$ cat config.mk
export PLATFORM = sky130hd
export DESIGN_NAME = mod3_residue_gen
export DESIGN_NICKNAME = d
export VERILOG_FILES = /design/src/rtl/mod3_residue_gen.sv
export SDC_FILE = /design/constraint.sdc
export NUM_CORES = 1
export LEC_CHECK = 0
export CORE_ASPECT_RATIO = 0.5
export CORE_MARGIN = 1.5
export CORE_UTILIZATION = 25
export DETAILED_ROUTE_END_ITERATION = 8
export PLACE_DENSITY = 0.66
export SETUP_SLACK_MARGIN = 0.4
export SLEW_MARGIN = 0
export SYNTH_ARGS = -nofsm -noshare
export SYNTH_HDL_FRONTEND = slang
export SYNTH_SLANG_ARGS = --single-unit
$ cat constraint.sdc
create_clock -name clk -period 1.9 [get_ports clk]
set_clock_uncertainty 0.1 [all_clocks]
set_input_delay 0.57 -clock clk [delete_from_list [all_inputs] [get_ports clk]]
set_output_delay 0.57 -clock clk [all_outputs]
set_load 0.01 [all_outputs]
$ cat src/rtl/mod3_residue_gen.sv
// Serial mod-3 residue generator: folds a W-bit operand into X mod 3, one base-4 digit per clock.
// Fault points on the accumulator and the residue output share the global fault_en_bus/fault_val scheme.
module mod3_residue_gen #(
    parameter int W       = 32,
    parameter int NG      = 128,
    parameter int GID_ACC = 0,
    parameter int GID_OUT = 1
) (
    input  logic          clk,
    input  logic          rst_n,
    input  logic          in_valid,
    output logic          in_ready,
    input  logic [W-1:0]  in_data,
    input  logic [NG-1:0] fault_en_bus,
    input  logic          fault_val,
    output logic          out_valid,
    input  logic          out_ready,
    output logic [1:0]    out_res,
    output logic [W-1:0]  out_data
);

    localparam int ND = W / 2;
    localparam int CW = $clog2(ND + 1);

    typedef enum logic [1:0] {IDLE, RUN, DONE} state_t;

    state_t        state_q, state_d;
    logic [1:0]    acc_q, acc_d;
    logic [CW-1:0] cnt_q, cnt_d;
    logic [W-1:0]  shift_q, shift_d;
    logic [W-1:0]  oper_q, oper_d;
    logic [1:0]    sum;
    logic [1:0]    res_raw;
    logic          unused_fault_bits;

    // Operands are reduced by value, so a stray 11 behaves as 0 rather than 3.
    function automatic logic [1:0] mod3_add(input logic [1:0] a, input logic [1:0] b);
        logic [2:0] s;
        s = {1'b0, (a == 2'b11) ? 2'b00 : a} + {1'b0, (b == 2'b11) ? 2'b00 : b};
        if (s >= 3'd3) s = s - 3'd3;
        return s[1:0];
    endfunction

    assign sum = mod3_add(acc_q, shift_q[1:0]);

    always_comb begin
        state_d = state_q;
        acc_d   = acc_q;
        cnt_d   = cnt_q;
        shift_d = shift_q;
        oper_d  = oper_q;
        case (state_q)
            IDLE: begin
                if (in_valid) begin
                    oper_d  = in_data;
                    shift_d = in_data;
                    acc_d   = 2'b00;
                    cnt_d   = '0;
                    state_d = RUN;
                end
            end
            RUN: begin
                acc_d   = {sum[1], fault_en_bus[GID_ACC] ? fault_val : sum[0]};
                shift_d = shift_q >> 2;
                cnt_d   = cnt_q + CW'(1);
                if (cnt_q == CW'(ND - 1)) state_d = DONE;
            end
            DONE: begin
                if (out_ready) state_d = IDLE;
            end
            default: state_d = IDLE;
        endcase
    end

    always_ff @(posedge clk or negedge rst_n) begin
        if (!rst_n) begin
            state_q <= IDLE;
            acc_q   <= 2'b00;
            cnt_q   <= '0;
            shift_q <= '0;
            oper_q  <= '0;
        end else begin
            state_q <= state_d;
            acc_q   <= acc_d;
            cnt_q   <= cnt_d;
            shift_q <= shift_d;
            oper_q  <= oper_d;
        end
    end

    assign in_ready  = (state_q == IDLE);
    assign out_valid = (state_q == DONE);
    // The residue is only presented while a result is held; output fault muxes act in every state.
    assign res_raw    = (state_q == DONE) ? acc_q : 2'b00;
    assign out_res[0] = fault_en_bus[GID_OUT]     ? fault_val : res_raw[0];
    assign out_res[1] = fault_en_bus[GID_OUT + 1] ? fault_val : res_raw[1];
    assign out_data   = oper_q;

    assign unused_fault_bits = ^fault_en_bus;

endmodule

After elaboration in Yosys (flattened, before gate mapping):

Index checks and enable logic that the tools add are counted.
Widths: inputs -> output; s select.

* output and inout port bits: 36
* word-level logic and storage cells: 39
* bits of input ports: 165
* bits in registers: 73

* reduce and logical (&&, ||, !) cells: 5
* mux-type cells: 17
* equality and inequality tests: 8
* add/subtract/negate cells: 3
* order comparisons: 1

Operators by type and width (count)
* $pmux 32 s2: 1
* $mux 32: 1
* $mux 2: 8
* $pmux 5 s2: 1
* $eq 2x2->1 const B: 3
* $pmux 2 s3: 1
* $add 5x1->5 const B: 1
* $eq 5x4->1 const B: 1
* $mux 5: 1
* $ne 2x2->1 const B: 2
* $pmux 2 s2: 1
* $reduce_and 2->1: 2
* $add 2x2->3: 1
* $ge 3x2->1 const B: 1
* $mux 1: 3
* $reduce_and 3->1: 1
* $eq 2x1->1 const B: 1
* $logic_not 2->1: 1
* $ne 2x1->1 const B: 1
* $reduce_bool 2->1: 1
* $sub 2x2->2 const B: 1

Longest topological paths before layout:

* depth after elaboration: 7
* mapped depth: 7
* depth with buffers taken out: 7

Least setup slack after synthesis:

OpenSTA, ideal clock, no wires.

* path type: register to register
* start point: reg acc_q[0]
* end point: reg acc_q[0]
* library setup time: 0.083 ns
* stages on the path, launching flop included: 8
* arrival: 1.839 ns
* path buffers: 0
* period minus slack after synthesis: 2.022 ns
* setup slack: -0.122 ns
* path through: dfrtp_1 > nor2b_1 > ha_1 > fa_1 > ha_1 > nor4b_1 > nor3_1 > o21ai_0

* longest elaborated chain between the ends: 7
* elaborated cells between the ends (all ways): 8

RTL lines
* start: declaration: RTL line 28 `logic [1:0] acc_q, acc_d;`
* start signal: assignment: RTL line 78 `acc_q <= 2'b00;`
* start signal: assignment: RTL line 84 `acc_q <= acc_d;`
* $eq 2x2->1: RTL line 39 `s = {1'b0, (a == 2'b11) ? 2'b00 : a} + {1'b0, (b == 2'b11) ? 2'b00 : b};`
* $mux 2 (*): RTL line 39
* $add 2x2->3 (*): RTL line 39
* $ge 3x2->1 or $sub 2x2->2 (tied branches): RTL line 40 `if (s >= 3'd3) s = s - 3'd3;`
* $mux 2 (*): RTL line 40
* $mux 1 (*): RTL line 63 `acc_d = {sum[1], fault_en_bus[GID_ACC] ? fault_val : sum[0]};`
* $pmux 2 s2 (*): RTL line 52 `case (state_q)`

Mark *: on every way between the ends. The rest lies on a longest branch, timed or not.
A chain may end at the register's enable or synchronous reset.

Worst setup path after layout:

* start point: reg acc_q[1]
* end point: reg acc_q[0]

Same word-level chain as after synthesis.

==> results.sh <==
export IMPL_max_slew_margin_rel_pct=77.4
export IMPL_die_y_um=81.1
export IMPL_fmax_mhz=512
export IMPL_violations="setup timing"
export IMPL_avgSynthCellArea_um2=9.20
export IMPL_syn_inst=332
export IMPL_drv_cap=0
export IMPL_cts_sinks=73
export IMPL_drtIter0Drc=142
export IMPL_numPortBuffers=75
export IMPL_die_area_um2=12900
export IMPL_end_kind="register"
export IMPL_gp_congestion=0.685
export IMPL_synthTopCellsByArea="dfrtp_1 60%, nand2_1 21%, nand3_1 3.8%"
export IMPL_switching_share_pct=36.1
export IMPL_fin_util_pct=46.5
export IMPL_synth_fp_nets=502
export IMPL_intPower_mw=5.31
export IMPL_grt_pass1_wl_um=13700
export IMPL_grt_util_all_layers_pct=13.8
export IMPL_p_clk_share_pct=19.1
export IMPL_first_pass_iters=4
export IMPL_dp_hpwl_um=4970
export IMPL_nFillCells=1101
export IMPL_die_w_um=159
export IMPL_io_pins=201
export IMPL_via_per_inst=4.36
export IMPL_p_leak_nw=2.87
export IMPL_whs_ns=0.0415
export IMPL_cts_tree="done"
export IMPL_fp_row_count=28
export IMPL_htreeDepth=3
export IMPL_seq_area_frac_synth_pct=59.8
export IMPL_clock_latency_ns=0.33
export IMPL_switchingPower_mw=3.00
export IMPL_grt_start_max_net_pins=37
export IMPL_seqCellArea_um2=1830
export IMPL_cts_root_buf="clkbuf_16"
export IMPL_antenna_cells=0
export IMPL_synth_top_cell_area_share_pct=59.8
export IMPL_cellPowerDensity_nw_per_um2=1500
export IMPL_synth_most_common_cell="nand2_1"
export IMPL_path_clk_slew_ns=0.06
export IMPL_cts_buffers=9
export IMPL_yosysWarnings=0
export IMPL_start_kind="register"
export IMPL_status="complete, but fails checks"
export IMPL_grt_antenna_before_repair=0
export IMPL_cts_max_path_buffers=2
export IMPL_drc_errors=0
export IMPL_comb_power_share_pct=48.8
export IMPL_rsz0062_at_grt="yes"
export IMPL_critPathKind="reg2reg"
export IMPL_synth_ff_latch_count=73
export IMPL_finalWirelength_um=9140
export IMPL_multi_input_area_um2=1790
export IMPL_nets=637
export IMPL_grt_ovfl_total=0
export IMPL_netlist_cell_type_count=26
export IMPL_final_setup_worst_slack_ns=-0.0532
export IMPL_fin_setup_tns_ns=-0.0541
export IMPL_synth_top_cell_by_area="dfrtp_1"
export IMPL_start_util_pct=25.7
export IMPL_yosys_most_used_dff="dfrtp_1"
export IMPL_drive_gt1_share_pct=54.9
export IMPL_timing_final_hold_violations=0
export IMPL_ir_drop_v=0.000537
export IMPL_p_seq_share_pct=32.1
export IMPL_synth_common_cells="170 x nand2_1, 73 x dfrtp_1, 23 x nand3_1"
export IMPL_via_count=2775
export IMPL_arrival_ns=2.11
export IMPL_crit_fanout=3
export IMPL_tightest_slew_ns=0.340
export IMPL_finalMaxSlewViolations=0
export IMPL_area_growth_pct=81.1
export IMPL_worst_ep_required_time_ns=2.06
export IMPL_synth_area_um2=3050
export IMPL_post_route_period_util_pct=103
export IMPL_routedWlPerCell_um=14.4
export IMPL_design_core_area_um2=11900
export IMPL_grt_pass1_vias=2760
export IMPL_setup_viol=2
export IMPL_async_flop_share_pct=100
export IMPL_ant_nets=0
export IMPL_synth_enable_flop_cells=0
export IMPL_period_needed_ns=1.95
export IMPL_hold_class="in2async"
[cells by family after synthesis]
| family | share of synthesized area [%] |
|---|---|
| buffers and inverters | 3.93 |
| muxes | 0.328 |
| adders and majority gates | 2.30 |
| AOI/OAI and AO/OA | 5.53 |
| DFF | 59.8 |
| and+or+nand+nor | 28.1 |
[through the flow]
stage          cell area [µm²]  power, mW  setup WS (ns)  cells
3_5_place_dp              4130       5.28         -0.516    574
4_1_cts                   5080       7.64         -0.108    614
6_report                  5530       8.32        -0.0532    637
5_1_grt                   5530       8.84         -0.147    637
3_3_place_gp              4130       5.19         -0.506    574
2_1_floorplan             3070       4.01        -0.0737    332
[repair_timing]
action | CTS | global route
setup endpoints to repair | 107 | 109
pin swaps | 66 | 71
cloned | 6 | 4
buffers inserted | 18 | 19
resized for setup | 293 | 60
hold buffers | 0 | 0
[placed cells by master (no fill, tap or decap), drive strengths merged]
| cell | n |
|---|---|
| and3 | 1 |
| nand3 | 23 |
| o21ba | 2 |
| dfrtp | 73 |
| mux2i | 1 |
| clkinvlp | 3 |
| nor3 | 2 |
| o21ai | 10 |
| clkdlybuf4s50 | 34 |
| nor3b | 1 |
| clkbuf | 15 |
| nor4b | 1 |
| nor2b | 6 |
| clkinv | 1 |
| fa | 1 |
| nand2b | 1 |
| nor2 | 2 |
| inv | 4 |
| o21bai | 1 |
| nand4 | 1 |
| dlygate4sd2 | 4 |
| a21oi | 1 |
| o31ai | 1 |
| ha | 4 |
| buf | 98 |
| a22oi | 10 |
| nand2 | 170 |
| or3b | 1 |
[power by group through the flow]
stage	registers, mW	clock network (mW)	logic (mW)
after floorplan	2.72	0	1.29
after global placement	2.61	0	2.58
after detailed placement	2.62	0	2.66
after CTS	2.65	1.64	3.35
after global routing	2.74	1.71	4.39
final	2.67	1.59	4.06
[critical path, stage by stage (launching register included)]
cell	delay (ns)
dfrtp_1	0.38
nor2b_1	0.14
ha_2	0.19
fa_2	0.46
buf_4	0.17
nor4b_4	0.26
nor3_2	0.07
o21ai_1	0.10
[per-layer routing]
layer,part of all wire (%),global-route usage [%]
met5,0,0
met4,0.43,3.96
met3,2.5,3.63
met2,50,24.0
met1,47,17.3
[layout make-up]
| cell class | count | area share, % |
|---|---|---|
| Timing Repair Buffer | 140 | 25.5 |
| Tap cell | 165 | 3.73 |
| Multi-Input combinational cell | 240 | 32.4 |
| Clock inverter | 5 | 0.724 |
| Inverter | 3 | 0.204 |
| Sequential cell | 73 | 33.0 |
| Clock buffer | 11 | 4.39 |
[final timing paths]
| kind | slack [ns] | endpoint | cells after the start | startpoint |
|---|---|---|---|---|
| setup / recovery | -0.05 | acc_q[0] | 7 | acc_q[1] |
| hold / removal | 0.04 | out_data[7] | 1 | rst_n |
| setup reg to reg | -0.05 | acc_q[0] | 7 | acc_q[1] |
| hold reg to reg | 0.38 | out_data[28] | 2 | out_data[28] |
| max in group asynchronous | 1.20 | out_data[29] | 2 | rst_n |
| min in group clk | 0.38 | out_data[28] | 2 | out_data[28] |
[registers in the layout (all words and copies together) (netlist names)]
name,cells
acc_q,2
state_q,2
shift_q,32
cnt_q,5
out_data,32
No activity file was read; power rests on OpenSTA's default activity.
